[config.mk]
export PLATFORM = sky130hd
export DESIGN_NAME = gpu_cmd_scheduler_flat
export DESIGN_NICKNAME = d
export VERILOG_FILES = /design/src/rtl/gpu_cmd_pkg.sv /design/src/rtl/gpu_cmd_scheduler_if.sv /design/src/rtl/gpu_cmd_fifo.sv /design/src/rtl/gpu_cmd_scheduler.sv /design/src/flat_wrapper.sv
export SDC_FILE = /design/constraint.sdc
export NUM_CORES = 1
export LEC_CHECK = 0
export ABC_AREA = 1
export BUFFER_PORTS_ARGS = -buffer_cell sky130_fd_sc_hd__buf_2
export CAP_MARGIN = 20
export CORE_MARGIN = 1
export CORE_UTILIZATION = 47
export CTS_CLUSTER_SIZE = 20
export DETAILED_ROUTE_END_ITERATION = 10
export PLACE_DENSITY = 0.6
export SETUP_SLACK_MARGIN = 0.2
export SYNTH_ARGS = -nofsm -noshare
export SYNTH_HDL_FRONTEND = slang
export SYNTH_SLANG_ARGS = --single-unit
[constraint.sdc]
create_clock -name cmd_clk_in -period 9.6 [get_ports cmd_clk_in]
set_input_delay 1.92 -clock cmd_clk_in [delete_from_list [all_inputs] [get_ports cmd_clk_in]]
set_output_delay 1.92 -clock cmd_clk_in [all_outputs]
set_load 0.03 [all_outputs]
[src/rtl/gpu_cmd_pkg.sv]
// Shared types and defaults for the GPU command scheduler.
package gpu_cmd_pkg;
   typedef enum logic [1:0] {
      PASS  = 2'd0,
      HOLD  = 2'd1,
      DRAIN = 2'd2
   } sched_state_t;

   localparam int DEF_CMD_W   = 16;
   localparam int DEF_DATA_W  = 16;
   localparam int DEF_DEPTH   = 16;
   localparam int RD_FLAG_IDX = DEF_CMD_W - 1;

   // Read flag is always the MSB of the command word.
   function automatic int rd_flag_idx(input int cmd_w);
      return cmd_w - 1;
   endfunction
endpackage

[src/rtl/gpu_cmd_scheduler_if.sv]
// Valid/ready command stream carrying a command word and its data word.
interface gpu_cmd_scheduler_if
   import gpu_cmd_pkg::*;
#(
   parameter int CMD_W  = DEF_CMD_W,
   parameter int DATA_W = DEF_DATA_W
);
   logic              valid;
   logic              ready;
   logic [CMD_W-1:0]  cmd;
   logic [DATA_W-1:0] data;

   modport master (output valid, cmd, data, input ready);
   modport slave  (input valid, cmd, data, output ready);
endinterface

[src/rtl/gpu_cmd_fifo.sv]
// Synchronous write-hold FIFO; pointers carry an extra wrap bit so full/empty need no flag.
module gpu_cmd_fifo #(
   parameter int W     = 32,
   parameter int DEPTH = 16,
   parameter int LVL_W = $clog2(DEPTH) + 1
) (
   input  logic             i_clk,
   input  logic             i_rst_n,
   input  logic             i_push,
   input  logic [W-1:0]     i_wdata,
   input  logic             i_pop,
   output logic [W-1:0]     o_rdata,
   output logic             o_full,
   output logic             o_empty,
   output logic [LVL_W-1:0] o_level
);
   localparam int AW = $clog2(DEPTH);

   logic [W-1:0] r_mem [DEPTH];
   logic [AW:0]  r_wr_ptr;
   logic [AW:0]  r_rd_ptr;

   always_ff @(posedge i_clk or negedge i_rst_n) begin
      if (!i_rst_n) begin
         r_wr_ptr <= '0;
         r_rd_ptr <= '0;
      end else begin
         if (i_push) r_wr_ptr <= r_wr_ptr + (AW+1)'(1);
         if (i_pop)  r_rd_ptr <= r_rd_ptr + (AW+1)'(1);
      end
   end

   always_ff @(posedge i_clk) begin
      if (i_push) r_mem[r_wr_ptr[AW-1:0]] <= i_wdata;
   end

   assign o_rdata = r_mem[r_rd_ptr[AW-1:0]];
   assign o_level = LVL_W'(r_wr_ptr - r_rd_ptr);
   assign o_empty = (r_wr_ptr == r_rd_ptr);
   assign o_full  = (o_level == LVL_W'(DEPTH));
endmodule

[src/rtl/gpu_cmd_scheduler.sv]
// Orders host commands around frame renders: reads bypass, writes are held and drained in order.
// Optional GPU_CMD_STATS_EN adds max_level and stall_cnt statistics outputs.
module gpu_cmd_scheduler
   import gpu_cmd_pkg::*;
#(
   parameter int CMD_W  = DEF_CMD_W,
   parameter int DATA_W = DEF_DATA_W,
   parameter int DEPTH  = DEF_DEPTH,
   parameter int LVL_W  = $clog2(DEPTH) + 1
) (
   input  logic                cmd_clk_in,
   input  logic                cmd_rst_n_in,
   gpu_cmd_scheduler_if.slave  in_if,
   gpu_cmd_scheduler_if.master out_if,
   input  logic                render_active,
   output logic                frame_clear,
   output logic [LVL_W-1:0]    fifo_level,
   output logic                late_render
`ifdef GPU_CMD_STATS_EN
   ,
   output logic [LVL_W-1:0]    max_level,
   output logic [31:0]         stall_cnt
`endif
);
   localparam int RD_BIT = rd_flag_idx(CMD_W);

   sched_state_t r_state, w_nxt_state;
   logic r_late;
   logic r_vld_p1;
   logic [CMD_W-1:0]  r_cmd_p1;
   logic [DATA_W-1:0] r_data_p1;

   logic w_out_free, w_is_rd, w_in_ready, w_load_in, w_push, w_pop, w_set_late;
   logic w_full, w_empty;
   logic [LVL_W-1:0] w_fifo_level;
   logic [CMD_W+DATA_W-1:0] w_fifo_head;

   gpu_cmd_fifo #(.W(CMD_W + DATA_W), .DEPTH(DEPTH), .LVL_W(LVL_W)) u_fifo (
      .i_clk   (cmd_clk_in),
      .i_rst_n (cmd_rst_n_in),
      .i_push  (w_push),
      .i_wdata ({in_if.cmd, in_if.data}),
      .i_pop   (w_pop),
      .o_rdata (w_fifo_head),
      .o_full  (w_full),
      .o_empty (w_empty),
      .o_level (w_fifo_level)
   );

   assign w_out_free = !r_vld_p1 || out_if.ready;
   assign w_is_rd    = in_if.cmd[RD_BIT];

   always_comb begin
      w_nxt_state = r_state;
      w_in_ready  = 1'b0;
      w_load_in   = 1'b0;
      w_push      = 1'b0;
      w_pop       = 1'b0;
      w_set_late  = 1'b0;
      unique case (r_state)
         PASS: begin
            w_in_ready = w_out_free;
            w_load_in  = in_if.valid && w_out_free;
            if (render_active) w_nxt_state = HOLD;
         end
         HOLD: begin
            if (w_is_rd) begin
               w_in_ready = w_out_free;
               w_load_in  = in_if.valid && w_out_free;
            end else begin
               w_in_ready = !w_full;
               w_push     = in_if.valid && !w_full;
            end
            // A write pushed on the exit cycle still has to be drained.
            if (!render_active) w_nxt_state = (w_empty && !w_push) ? PASS : DRAIN;
         end
         DRAIN: begin
            if (render_active && !w_empty) begin
               w_nxt_state = HOLD;
               w_set_late  = 1'b1;
            end else if (w_empty) begin
               w_nxt_state = PASS;
            end else begin
               w_pop = w_out_free;
               if (w_out_free && w_fifo_level == LVL_W'(1)) w_nxt_state = PASS;
            end
         end
         default: w_nxt_state = PASS;
      endcase
   end

   always_ff @(posedge cmd_clk_in or negedge cmd_rst_n_in) begin
      if (!cmd_rst_n_in) begin
         r_state <= PASS;
         r_late  <= 1'b0;
      end else begin
         r_state <= w_nxt_state;
         if (w_set_late) r_late <= 1'b1;
      end
   end

   // Stage p0 -> p1: single output register fed by the input or the FIFO head
   always_ff @(posedge cmd_clk_in or negedge cmd_rst_n_in) begin
      if (!cmd_rst_n_in) begin
         r_vld_p1  <= 1'b0;
         r_cmd_p1  <= '0;
         r_data_p1 <= '0;
      end else if (w_load_in) begin
         r_vld_p1  <= 1'b1;
         r_cmd_p1  <= in_if.cmd;
         r_data_p1 <= in_if.data;
      end else if (w_pop) begin
         r_vld_p1               <= 1'b1;
         {r_cmd_p1, r_data_p1}  <= w_fifo_head;
      end else if (out_if.ready) begin
         r_vld_p1 <= 1'b0;
      end
   end

   assign in_if.ready  = w_in_ready;
   assign out_if.valid = r_vld_p1;
   assign out_if.cmd   = r_cmd_p1;
   assign out_if.data  = r_data_p1;
   assign frame_clear  = (r_state == PASS) && w_empty;
   assign fifo_level   = w_fifo_level;
   assign late_render  = r_late;

`ifdef GPU_CMD_STATS_EN
   logic [LVL_W-1:0] r_max_level;
   logic [31:0]      r_stall_cnt;

   always_ff @(posedge cmd_clk_in or negedge cmd_rst_n_in) begin
      if (!cmd_rst_n_in) begin
         r_max_level <= '0;
         r_stall_cnt <= '0;
      end else begin
         if (w_fifo_level > r_max_level) r_max_level <= w_fifo_level;
         if (in_if.valid && !w_in_ready && r_stall_cnt != '1) r_stall_cnt <= r_stall_cnt + 32'd1;
      end
   end

   assign max_level = r_max_level;
   assign stall_cnt = r_stall_cnt;
`endif
endmodule

[src/flat_wrapper.sv]
// flat-port wrapper written by rule: the top's interface ports become plain ports
module gpu_cmd_scheduler_flat import gpu_cmd_pkg::*;
#(
   parameter int CMD_W  = DEF_CMD_W,
   parameter int DATA_W = DEF_DATA_W,
   parameter int DEPTH  = DEF_DEPTH,
   parameter int LVL_W  = $clog2(DEPTH) + 1
)
  (cmd_clk_in, cmd_rst_n_in, render_active, frame_clear, fifo_level, late_render, in_if_valid, in_if_cmd, in_if_data, in_if_ready, out_if_valid, out_if_cmd, out_if_data, out_if_ready);
  gpu_cmd_scheduler_if #(.CMD_W(CMD_W), .DATA_W(DATA_W)) in_if_i ();
  gpu_cmd_scheduler_if #(.CMD_W(CMD_W), .DATA_W(DATA_W)) out_if_i ();
  input  logic cmd_clk_in;
  input  logic cmd_rst_n_in;
  input  logic render_active;
  output logic frame_clear;
  output logic [LVL_W-1:0] fifo_level;
  output logic late_render;
  input wire logic [$bits(in_if_i.valid)-1:0] in_if_valid;
  input wire logic [$bits(in_if_i.cmd)-1:0] in_if_cmd;
  input wire logic [$bits(in_if_i.data)-1:0] in_if_data;
  output wire logic [$bits(in_if_i.ready)-1:0] in_if_ready;
  output wire logic [$bits(out_if_i.valid)-1:0] out_if_valid;
  output wire logic [$bits(out_if_i.cmd)-1:0] out_if_cmd;
  output wire logic [$bits(out_if_i.data)-1:0] out_if_data;
  input wire logic [$bits(out_if_i.ready)-1:0] out_if_ready;
  assign in_if_i.valid = in_if_valid;
  assign in_if_i.cmd = in_if_cmd;
  assign in_if_i.data = in_if_data;
  assign in_if_ready = in_if_i.ready;
  assign out_if_valid = out_if_i.valid;
  assign out_if_cmd = out_if_i.cmd;
  assign out_if_data = out_if_i.data;
  assign out_if_i.ready = out_if_ready;
  gpu_cmd_scheduler #(.CMD_W(CMD_W), .DATA_W(DATA_W), .DEPTH(DEPTH), .LVL_W(LVL_W)) u_core (.cmd_clk_in(cmd_clk_in), .cmd_rst_n_in(cmd_rst_n_in), .in_if(in_if_i), .out_if(out_if_i), .render_active(render_active), .frame_clear(frame_clear), .fifo_level(fifo_level), .late_render(late_render));
endmodule
## Word-level counts from Yosys, hierarchy flattened

Memories as Yosys holds them, arrays and structs flattened.
Index checks and enable logic that the tools add are counted.

- Bits in latches: 0
- Word-level logic and storage cells: 62
- Memories kept: 1
- Register bits: 46
- RAM bits: 512
- ROM bits: 0
- Bits of input ports: 37

Memories:

| name | depth | width | rd ports | clocked after memory_dff | wr ports | RTL line | source |
|---|---|---|---|---|---|---|---|
| u_core.u_fifo.r_mem | 16 | 32 | 1 | 0 | 1 | gpu_cmd_fifo.sv:19 | `logic [W-1:0] r_mem [DEPTH];` |

- Reductions and logical operators: 15
- $add $sub $neg: 3
- Multiplexer cells: 28
- Order comparisons: 0
- $mul: 0
- Shift-type cells: 0
- Eq/ne operators: 8
- Bitwise operators: 0
- Divide/modulo/power cells: 0

Operators by type and width:

| cell | number |
|---|---|
| $mux 16 | 4 |
| $mux 1 | 15 |
| $mux 2 | 6 |
| $add 5x1->5 const B | 2 |
| $logic_and 1x1->1 | 6 |
| $pmux 2 s3 | 1 |
| $eq 5x1->1 const B | 1 |
| $eq 5x5->1 | 1 |
| $eq 5x5->1 const B | 1 |
| $sub 5x5->5 | 1 |
| $logic_not 1->1 | 4 |
| $ne 2x2->1 const B | 2 |
| $ne 4x1->1 const B | 1 |
| $pmux 1 s2 | 2 |
| $reduce_and 3->1 | 1 |
| $reduce_bool 3->1 | 1 |
| $eq 2x1->1 const B | 1 |
| $eq 2x2->1 const B | 1 |
| $logic_not 2->1 | 1 |
| $reduce_bool 2->1 | 1 |
| $logic_or 1x1->1 | 1 |

## Logic depth before layout (Yosys ltp)

Gate-level depths: netlist of run 1.

- Depth after elaboration: 11
- Mapped depth: 15

## Cells and area by module

From an unflattened synthesis of run 1, not the netlist that was laid out.

- Cell total of the unflattened synthesis: 2580
- Area total of the unflattened synthesis: 25116.6 um^2

By module, submodules not included:

| module | instances | cells each | area an instance (um^2) | sequential area each (um^2) |
|---|---|---|---|---|
| gpu_cmd_fifo | 1 | 2275 | 23003.3 | 15625.0 |
| gpu_cmd_scheduler | 1 | 305 | 2113.3 | 900.9 |

## Worst setup path after synthesis of run 1

No wires, ideal clock.

- Kind: register -> output
- Start: register u_core.u_fifo.r_rd_ptr[2]
- End: output port in_if_ready
- Data arrival time: 2885 ps
- Stages on the path, launching flop included: 10
- Buffers on the path: 2
- Setup slack: 4795 ps
- Cell sequence: dfrtp_1 -> buf_2 -> inv_1 -> clkbuf_1 -> ha_1 -> xnor2_1 -> nor2_1 -> nand2_2 -> nand2_1 -> o21ai_0

- Cells in the longest elaborated chain, start to end: 5

Ends and longest elaborated chain:

| element | RTL line | source |
|---|---|---|
| start, declared | gpu_cmd_fifo.sv:21 | `logic [AW:0] r_rd_ptr;` |
| start signal, assigned | gpu_cmd_fifo.sv:29 | `if (i_pop) r_rd_ptr <= r_rd_ptr + (AW+1)'(1);` |
| $sub 5x5->5 | gpu_cmd_fifo.sv:38 | `assign o_level = LVL_W'(r_wr_ptr - r_rd_ptr);` |
| via fifo_level[2] | flat_wrapper.sv:16 | `output logic [LVL_W-1:0] fifo_level;` |
| $eq 5x5->1 | gpu_cmd_fifo.sv:40 | `assign o_full = (o_level == LVL_W'(DEPTH));` |
| $logic_not 1->1 | gpu_cmd_scheduler.sv:71 | `w_in_ready = !w_full;` |
| $mux 1 | gpu_cmd_scheduler.sv:67 | `if (w_is_rd) begin` |
| $pmux 1 s2 | gpu_cmd_scheduler.sv:60 | `unique case (r_state)` |
| end, declared | flat_wrapper.sv:21 | `output wire logic [$bits(in_if_i.ready)-1:0] in_if_ready;` |

The timed path passes the listed nets, and every way through them passes these cells.

## Worst setup path after layout of run 1

- Start: register u_core.u_fifo.r_rd_ptr[2]
- End: output port in_if_ready

- Cells in the longest elaborated chain, start to end: 5

Ends and longest elaborated chain:

| element | RTL line |
|---|---|
| $sub 5x5->5 | gpu_cmd_fifo.sv:38 |
| $eq 5x5->1 | gpu_cmd_fifo.sv:40 |
| $logic_not 1->1 | gpu_cmd_scheduler.sv:71 |
| $mux 1 | gpu_cmd_scheduler.sv:67 |
| $pmux 1 s2 | gpu_cmd_scheduler.sv:60 |

Every way passes these cells.

==> results.json, run 1 <==
{
  "outcome": "completed",
  "leakagePower_nw": 9.59,
  "ir_worst_vdd_v": 0.000190,
  "cp.arrival_ns": 3.63,
  "drt_wl_total_mm": 55.4,
  "cts.sinks": 558,
  "wl_met2_mm": 26.5,
  "cts_hold_buf": 0,
  "synth_top_area_frac": 0.664,
  "cp-end-kind": "primary output",
  "p_sw_mw": 2.72,
  "finalCriticalPeriod_ns": 5.55,
  "clk_pin_slew_worst_paths_ns": 0.06,
  "htree_levels": 2,
  "reg2reg_slack_ns": 5.16,
  "num_vias": 14767,
  "antenna_cells": 0,
  "clock_latency_ns": 0.60,
  "worst_setup_path_start_kind": "flip-flop",
  "worstPathRequired_ns": 7.68,
  "grt_start_max_net_pins": 185,
  "seq_power_share": 0.398,
  "syn_nets": 2096,
  "syn2layout_area_growth_pct": 11.9,
  "powerDensity_nw_per_um2": 286,
  "vias_per_cell": 5.27,
  "grt_pass1_vias": 14027,
  "initial_utilization": 0.481,
  "die_x_um": 224,
  "multiInputGateArea_um2": 5780,
  "met3_length_mm": 3.05,
  "postCtsSetupBuffers": 0,
  "io_buffers": 77,
  "worst_clock_skew_ns": 0.0186,
  "synth_cell_types": 31,
  "final_cells": 2803,
  "critPathMaxFanout": 37,
  "setup_viol": 0,
  "p_int_mw": 4.69,
  "syn_area_um2": 23200,
  "switching_share": 0.367,
  "seqCellArea_um2": 16500,
  "io_pins": 78,
  "dr.pass1.iters": 7,
  "hold_path.startpoint": "u_core.out_if.cmd[14]$_DFFE_PN0P_",
  "synth_area_leader_cell": "edfxtp_1",
  "place_inst": 2697,
  "cap_violations": 0,
  "core.rowCount": 80,
  "numCtsBuffers": 56,
  "p_comb_frac": 0.316,
  "highest_layer": "met4",
  "synth_warnings": 0,
  "cts_buffer_depth": 3,
  "ant_nets": 0,
  "place.gp.congestion": 0.798,
  "hpwlAfterDp_mm": 26.6,
  "postSynth.asyncResetShare": 0.0824,
  "ys.flop_type": "edfxtp_1",
  "grt_overflow": 0,
  "nets": 2147,
  "ys_ff_latch": 558,
  "fmaxAchievable_mhz": 180,
  "coreArea_um2": 48100,
  "timing.final.hold_violations": 0,
  "wl_met1_mm": 24.9,
  "min_path_type": "flip-flop to flip-flop",
  "cts_tree": "yes",
  "final_layout_size_suffix_gt1_frac": 0.104,
  "criticalPathCategory": "flip-flop to primary output",
  "worst_slew_pin_slew_ns": 1.06,
  "relSlewSlack": 0.296,
  "crit_path_start": "u_core.u_fifo.r_rd_ptr[2]$_DFFE_PN0P_",
  "cts-root-buf": "clkbuf_16",
  "fillers": 4108,
  "period_share": 0.578,
  "rr_startpoint": "u_core.u_fifo.r_rd_ptr[2]$_DFFE_PN0P_",
  "grt_usage": 0.224,
  "rsz0062_at_grt": "false",
  "drtIter0Drc": 1335,
  "drv_slew": 0,
  "synth_area_per_cell_um2": 11.3,
  "postSynthCellCount": 2049,
  "wl_per_cell_um": 19.8,
  "synth_edf_count": 512,
  "synth.area.top_cells": "edfxtp_1 66%, nor2_1 7.8%, nand2_1 6.0%",
  "drc": 0,
  "yosysSeqAreaShare": 0.713,
  "dieArea_um2": 50200,
  "post_cts_resize_count": 0,
  "pwr-share-clk": 0.286,
  "die_h_um": 224,
  "finalSetupTns_ns": 0,
  "grt_pass1_wl_mm": 84.4,
  "antenna_found_initial": 0
}
==> cell families after synthesis <==
group                    share of synthesized area
XOR/XNOR                                   0.00265
AO/OA/AOI/OAI                               0.0773
AND/OR/NAND/NOR                              0.158
buffers and inverters                       0.0432
adder cells (fa/ha/maj)                    0.00572
flip-flops                                   0.713
==> cells in the mapped netlist (2+ instances only) <==
cell type and count:
xor2_1 6, nor3_1 2, buf_6 17, a21oi_1 2, buf_4 7, buf_1 12, clkbuf_1 46, nand2_1 370
o211ai_1 64, inv_1 90, o21ai_1 81, or2_1 2, nand3_1 73, nor2_1 480, ha_1 9, buf_2 31
o21ai_0 176, nand3_2 3, nand4_1 5, dfrtp_1 46, edfxtp_1 512, inv_2 6
==> final cells by class <==
cell class / count / area share
flip-flops and latches: 558 / 0.638
multi-input cells: 1280 / 0.223
clock buffers: 77 / 0.0602
well taps: 656 / 0.0317
repair buffers: 107 / 0.0248
inverters: 97 / 0.0142
clock inverters: 28 / 0.00849
==> sequential cells by signal (all words and copies together), names as in the netlist <==
signal,flops
u_core.late_render,1
u_core.out_if.cmd,16
u_core.out_if.data,16
u_core.out_if.valid,1
u_core.r_state,2
u_core.u_fifo.r_mem,512
u_core.u_fifo.r_rd_ptr,5
u_core.u_fifo.r_wr_ptr,5
==> per-layer routing <==
metal	global-route usage	vias up
met5	0	-
met4	0.0574	0
met3	0.0328	81
met2	0.366	395
met1	0.314	7181
li1	-	7110
==> final timing paths <==
| check | end | depth (start not counted) |
|---|---|---|
| max in group asynchronous | u_core.u_fifo.r_rd_ptr[1]$_DFFE_PN0P_ | 2 |
| setup / recovery | in_if_ready | 11 |
| hold reg to reg | u_core.out_if.cmd[14]$_DFFE_PN0P_ | 2 |
| setup reg to reg | u_core.u_fifo.r_mem[12][20]$_DFFE_PP_ | 11 |
| hold / removal | u_core.out_if.cmd[14]$_DFFE_PN0P_ | 2 |
| min in group asynchronous | u_core.out_if.cmd[12]$_DFFE_PN0P_ | 2 |
==> critical path, stage by stage, from the launching register on <==
cell and delay, ns:
dfrtp_2 0.34, buf_4 0.53, inv_2 0.53, ha_1 0.52
a21oi_1 0.20, nand3_1 0.09, nand2_1 0.10, nor2_1 0.07
nand2_2 0.16, nand2_1 0.07, o21ai_0 0.19, buf_2 0.23
==> power by group through the flow <==
stage	combinational [mW]	sequential [mW]	clock, mW
2_1_floorplan	1.69	3.02	0
3_3_place_gp	2.32	3.00	0
3_5_place_dp	2.34	3.00	0
4_1_cts	2.35	2.95	2.16
5_1_grt	2.62	2.97	2.24
6_report	2.34	2.96	2.12
==> placed cells by master, fill, tap and decap left out, types with 2 or more instances in the layout <==
master	n
clkbuf_1	14
buf_2	77
inv_1	88
nor3_1	2
clkbuf_16	57
buf_4	28
clkbuf_8	6
ha_1	9
o211ai_1	64
nand2_1	370
o21ai_1	81
dfrtp_1	43
nor2_4	18
inv_2	8
a21oi_1	2
nor2_1	463
edfxtp_1	512
clkinvlp_4	2
o21ai_0	176
dfrtp_4	2
clkinv_2	11
xor2_1	6
nand3_2	3
clkinv_1	9
nand4_1	5
or2_1	2
inv_6	3
nand3_1	73
bufinv_16	3
==> per-stage QoR <==
step	hold slack (ns)	util	total power, mW	setup WS (ns)	area, um2
detailed placement	0.460	0.501	5.34	4.63	24100
global route	0.510	0.538	7.84	3.85	25900
global placement	0.459	0.501	5.32	4.74	24100
floorplan	0.470	-	4.71	4.80	23200
CTS	0.478	0.538	7.46	3.98	25900
finish	0.474	0.538	7.42	4.05	25900
Power figures use the tool's default switching activity.
==> run 2: changes to the inputs <==
--- a/config.mk
+++ b/config.mk
@@ -5,14 +5,14 @@
 export SDC_FILE = /design/constraint.sdc
 export NUM_CORES = 1
 export LEC_CHECK = 0
-export ABC_AREA = 1
+export ABC_AREA = 0
 export BUFFER_PORTS_ARGS = -buffer_cell sky130_fd_sc_hd__buf_2
 export CAP_MARGIN = 20
 export CORE_MARGIN = 1
 export CORE_UTILIZATION = 47
 export CTS_CLUSTER_SIZE = 20
 export DETAILED_ROUTE_END_ITERATION = 10
-export PLACE_DENSITY = 0.6
+export PLACE_DENSITY = 0.63
 export SETUP_SLACK_MARGIN = 0.2
 export SYNTH_ARGS = -nofsm -noshare
 export SYNTH_HDL_FRONTEND = slang
==> constraint.sdc (replaced) <==
create_clock -name cmd_clk_in -period 4.9 [get_ports cmd_clk_in]
set_input_delay 0.98 -clock cmd_clk_in [delete_from_list [all_inputs] [get_ports cmd_clk_in]]
set_output_delay 0.98 -clock cmd_clk_in [all_outputs]
set_load 0.03 [all_outputs]
==> results.json, run 2 <==
{
  "dr.pass1.iters": 5,
  "fmaxAchievable_mhz": 234,
  "period_share": 0.872,
  "final_cell_mix": "512 x edfxtp_1, 128 x mux4_2, 77 x buf_2",
  "ys.flop_type": "edfxtp_1",
  "synth.area.top_cells": "edfxtp_1 70%, mux4_2 13%, dfrtp_1 5.3%",
  "fillers": 3454,
  "rsz0062_at_grt": "false",
  "grt_overflow": 0,
  "antenna_cells": 0,
  "dieArea_um2": 47300,
  "syn2layout_area_growth_pct": 13.2,
  "fin_util": 0.542,
  "coreArea_um2": 45600,
  "criticalPathCategory": "flip-flop to primary output",
  "grt_start_max_net_pins": 84,
  "synth_edf_count": 512,
  "ir_worst_vdd_v": 0.000319,
  "leakagePower_nw": 8.03,
  "cts-root-buf": "clkbuf_16",
  "p_sw_mw": 4.18,
  "final_layout_size_suffix_gt1_frac": 0.339,
  "antenna_found_initial": 0,
  "wl_per_cell_um": 26.5,
  "grt_pass1_vias": 10456,
  "die_x_um": 218,
  "initial_utilization": 0.479,
  "final_common_cell": "edfxtp_1",
  "cts_buffer_depth": 3,
  "num_vias": 10205,
  "drt_wl_total_mm": 47.2,
  "core.rowCount": 78,
  "io_buffers": 77,
  "vias_per_cell": 5.74,
  "postCtsSetupBuffers": 0,
  "finalSetupTns_ns": 0,
  "multiInputGateArea_um2": 5000,
  "crit_path_max_incr_delay_ns": 0.64,
  "grt_usage": 0.207,
  "min_path_type": "primary input to async pin",
  "nets": 1180,
  "synth_cell_types": 42,
  "seq_power_share": 0.415,
  "cts_tree": "yes",
  "worst_clock_skew_ns": 0.0155,
  "clock_latency_ns": 0.60,
  "postSynthCellCount": 1037,
  "worstPathRequired_ns": 3.92,
  "critPathSlowestCell": "dfrtp_4",
  "switching_share": 0.301,
  "clk_pin_slew_worst_paths_ns": 0.07,
  "p_int_mw": 9.69,
  "place.gp.congestion": 0.859,
  "synth_top_area_frac": 0.704,
  "setup_viol": 0,
  "timing.final.hold_violations": 0,
  "ant_nets": 0,
  "io_pins": 78,
  "p_comb_frac": 0.276,
  "post_cts_resize_count": 0,
  "cp.arrival_ns": 3.29,
  "ys_ff_latch": 558,
  "hold_slack_ns": 0.463,
  "outcome": "completed",
  "crit_chain": "ha_1 -> fa_1 -> nand2b_1 -> a21oi_1 -> mux2i_1 -> a311oi_1 -> buf_2",
  "hpwlAfterDp_mm": 28.3,
  "critPathMaxFanout": 27,
  "drc": 0,
  "cts_hold_buf": 0,
  "largest_register_ffs": 512,
  "powerDensity_nw_per_um2": 561,
  "syn_nets": 1084,
  "worst_slew_pin_slew_ns": 1.01,
  "drtIter0Drc": 735,
  "syn_area_um2": 21800,
  "ys_top_cells_by_count": "512 x edfxtp_1, 128 x mux4_2, 64 x mux2_2",
  "relSlewSlack": 0.324,
  "cp-end-kind": "primary output",
  "worst_setup_path_start_kind": "flip-flop",
  "postSynth.asyncResetShare": 0.0824,
  "cts.sinks": 558,
  "cap_violations": 0,
  "numCtsBuffers": 55,
  "seqCellArea_um2": 16500,
  "die_h_um": 218,
  "grt_pass1_wl_mm": 70.3,
  "yosysMostFrequentCell": "edfxtp_1",
  "synth_area_leader_cell": "edfxtp_1",
  "synth_warnings": 0,
  "synth_area_per_cell_um2": 21.1,
  "yosysSeqAreaShare": 0.757,
  "pwr-share-clk": 0.309,
  "finalCriticalPeriod_ns": 4.27,
  "drv_slew": 0,
  "htree_levels": 2
}
run 2: cell count changes after synthesis, moves of 29 or more:
cell	before	now
o21ai_0	176	2
inv_1	90	11
o21ai_1	81	0
clkbuf_1	46	17
nand3_1	73	3
nand2_1	370	39
nor2_1	480	39
mux4_2	0	128
a22oi_1	0	31
o211ai_1	64	1
mux2_2	0	64
a31oi_1	1	31
run 2: cell type report:
cell class,instances,share of cell area
Multi-Input combinational cell,413,0.202
Sequential cell,558,0.669
Clock buffer,78,0.0637
Inverter,11,0.00167
Tap cell,600,0.0304
Clock inverter,25,0.0116
Timing Repair Buffer,94,0.0213
run 2: per-stage QoR:
stage | power (mW) | instances | instance area, um2 | setup WS (ns)
2_1_floorplan | 8.61 | 1037 | 21800 | 0.658
3_3_place_gp | 9.74 | 1676 | 22900 | 0.993
3_5_place_dp | 9.76 | 1676 | 22900 | 0.955
4_1_cts | 14.0 | 1779 | 24700 | 0.580
5_1_grt | 14.4 | 1779 | 24700 | 0.424
6_report | 13.9 | 1779 | 24700 | 0.625
run 2: critical path: cells and delay by family (launching register included):
family / cells / cell delay, ns
mux: 1 / 0.57
flops: 1 / 0.64
simple gates: 1 / 0.16
compound gates: 2 / 0.43
buf+inv: 1 / 0.22
fa+ha+maj: 2 / 0.67
run 2: cells by family after synthesis:
logic type                 Yosys count  share of synthesized area
DFF                                558                      0.757
muxes                              193                      0.166
and+or+nand+nor                    119                     0.0254
AOI/OAI and AO/OA                   79                     0.0250
buffers and inverters               66                     0.0159
xor gates and xnor gates            12                    0.00516
adders and majority gates           10                    0.00607
run 2: routing by layer:
| layer | wire [um] | GRT usage | up-vias |
|---|---|---|---|
| li1 | - | - | 4475 |
| met1 | 18700 | 0.267 | 5361 |
| met2 | 24600 | 0.352 | 295 |
| met3 | 2220 | 0.0297 | 74 |
| met4 | 1600 | 0.0850 | 0 |
| met5 | 0 | 0 | - |
run 2: power groups by stage:
stage	logic, mW	clock network, mW	registers, mW
after global routing	4.11	4.54	5.79
final	3.84	4.29	5.75
after detailed placement	3.91	0	5.85
after floorplan	2.64	0	5.97
after global placement	3.89	0	5.84
after CTS	3.92	4.37	5.76
run 2: final timing paths:
check	start	to	slack, ns	depth (start not counted)
max in group asynchronous	cmd_rst_n_in	u_core.u_fifo.r_rd_ptr[0]$_DFFE_PN0P_	3.54	2
worst min-delay path	cmd_rst_n_in	u_core.out_if.valid$_DFFE_PN0P_	0.46	1
worst min register to register	u_core.late_render$_DFFE_PN0P_	u_core.late_render$_DFFE_PN0P_	0.49	1
worst max register to register	u_core.u_fifo.r_rd_ptr[0]$_DFFE_PN0P_	u_core.u_fifo.r_mem[2][16]$_DFFE_PP_	0.98	8
worst max-delay path	u_core.u_fifo.r_rd_ptr[0]$_DFFE_PN0P_	in_if_ready	0.63	7
min in group cmd_clk_in	u_core.late_render$_DFFE_PN0P_	u_core.late_render$_DFFE_PN0P_	0.49	1
==> run 3: changes to the inputs <==
--- a/config.mk
+++ b/config.mk
@@ -8,6 +8,7 @@
 export ABC_AREA = 0
 export BUFFER_PORTS_ARGS = -buffer_cell sky130_fd_sc_hd__buf_2
 export CAP_MARGIN = 20
+export CORE_ASPECT_RATIO = 1.25
 export CORE_MARGIN = 1
 export CORE_UTILIZATION = 47
 export CTS_CLUSTER_SIZE = 20
==> results.json, run 3 (synthesis gave the netlist of run 2 again) <==
{
  "finalCriticalPeriod_ns": 4.22,
  "vias_per_cell": 5.78,
  "rsz0062_at_grt": "false",
  "hold_slack_ns": 0.500,
  "postCtsSetupBuffers": 0,
  "cts_tree": "yes",
  "dr.pass1.iters": 5,
  "htree_levels": 2,
  "path_buf_inv": 2,
  "critPathMaxFanout": 5,
  "numCtsBuffers": 52,
  "dieArea_um2": 47300,
  "drv_slew": 0,
  "io_pins": 78,
  "core.rowCount": 87,
  "io_buffers": 77,
  "cap_violations": 0,
  "coreArea_um2": 45500,
  "clk_pin_slew_worst_paths_ns": 0.07,
  "finalSetupTns_ns": 0,
  "ant_nets": 0,
  "critical-path-top-delay-family": "adder cells",
  "grt_pass1_wl_mm": 68.6,
  "timing.final.hold_violations": 0,
  "grt_usage": 0.198,
  "post_cts_resize_count": 0,
  "path_depth": 8,
  "period_share": 0.860,
  "antenna_cells": 0,
  "setup_viol": 0,
  "hold_depth": 1,
  "leakagePower_nw": 7.93,
  "place.gp.congestion": 0.805,
  "final_cell_mix": "512 x edfxtp_1, 128 x mux4_2, 77 x buf_2",
  "worst_slew_pin_slew_ns": 1.02,
  "crit_chain": "inv_1 -> ha_1 -> fa_1 -> nand2b_1 -> a21oi_1 -> mux2i_1 -> a311oi_1 -> buf_2",
  "grt_pass1_vias": 10522,
  "syn2layout_area_growth_pct": 12.2,
  "die_x_um": 195,
  "critPathSlowestCell": "mux2i_1",
  "grt_start_max_net_pins": 73,
  "antenna_found_initial": 0,
  "ir_worst_vdd_v": 0.000455,
  "grt_overflow": 0,
  "hpwlAfterDp_mm": 26.5,
  "final_common_cell": "edfxtp_1",
  "drt_wl_total_mm": 45.7,
  "final_layout_size_suffix_gt1_frac": 0.328,
  "cp-end-kind": "primary output",
  "worst_clock_skew_ns": 0.0204,
  "die_h_um": 243,
  "clock_latency_ns": 0.57,
  "cts.sinks": 558,
  "num_vias": 10108,
  "seqCellArea_um2": 16500,
  "criticalPathCategory": "flip-flop to primary output",
  "cts_hold_buf": 0,
  "powerDensity_nw_per_um2": 546,
  "crit_path_max_incr_delay_ns": 0.62,
  "fillers": 3499,
  "multiInputGateArea_um2": 5000,
  "initial_utilization": 0.480,
  "nets": 1180,
  "worstPathRequired_ns": 3.92,
  "wl_per_cell_um": 26.2,
  "min_path_type": "flip-flop to flip-flop",
  "largest_register_ffs": 512,
  "cp.arrival_ns": 3.24,
  "drc": 0,
  "worst_setup_path_start_kind": "flip-flop",
  "cts_buffer_depth": 3,
  "cts-root-buf": "clkbuf_16",
  "drtIter0Drc": 629,
  "reg2reg_depth": 9,
  "fmaxAchievable_mhz": 237,
  "relSlewSlack": 0.317,
  "outcome": "completed"
}
-- run 3: per-stage QoR --
| stage | setup slack (ns) | utilization | area [um2] | power [mW] | cells |
|---|---|---|---|---|---|
| after floorplan | 0.658 | - | 21800 | 8.61 | 1037 |
| after global placement | 1.16 | 0.503 | 22900 | 9.63 | 1657 |
| after detailed placement | 1.05 | 0.503 | 22900 | 9.68 | 1657 |
| after CTS | 0.734 | 0.538 | 24500 | 13.5 | 1749 |
| after global routing | 0.507 | 0.538 | 24500 | 13.9 | 1749 |
| final | 0.684 | 0.538 | 24500 | 13.4 | 1749 |
-- run 3: where the power goes --
part,total [mW],switching [mW],internal (mW)
clock,3.88,1.67,2.20
combinational,3.81,2.15,1.67
sequential,5.68,0.198,5.48
-- run 3: final timing paths --
kind | to | startpoint | slack [ns]
min in group asynchronous | u_core.out_if.data[6]$_DFFE_PN0P_ | cmd_rst_n_in | 0.53
worst max register to register | u_core.u_fifo.r_mem[10][25]$_DFFE_PP_ | u_core.u_fifo.r_wr_ptr[0]$_DFFE_PN0P_ | 1.04
worst max-delay path | in_if_ready | u_core.u_fifo.r_wr_ptr[0]$_DFFE_PN0P_ | 0.68
worst min register to register | u_core.late_render$_DFFE_PN0P_ | u_core.late_render$_DFFE_PN0P_ | 0.50
worst min-delay path | u_core.late_render$_DFFE_PN0P_ | u_core.late_render$_DFFE_PN0P_ | 0.50
max in group asynchronous | u_core.out_if.data[10]$_DFFE_PN0P_ | cmd_rst_n_in | 3.51
-- run 3: metal layers --
layer,GRT usage,vias up,wire length [um]
met5,0,-,0
met4,0.0567,0,1100
met3,0.0245,81,1650
met2,0.347,214,24100
met1,0.260,5345,18900
li1,-,4468,-
-- run 3: area by class of cell --
type / count / area share
Clock buffer: 68 / 0.0568
Inverter: 11 / 0.00169
Multi-Input combinational cell: 413 / 0.204
Timing Repair Buffer: 97 / 0.0239
Tap cell: 578 / 0.0295
Clock inverter: 24 / 0.00873
Sequential cell: 558 / 0.675
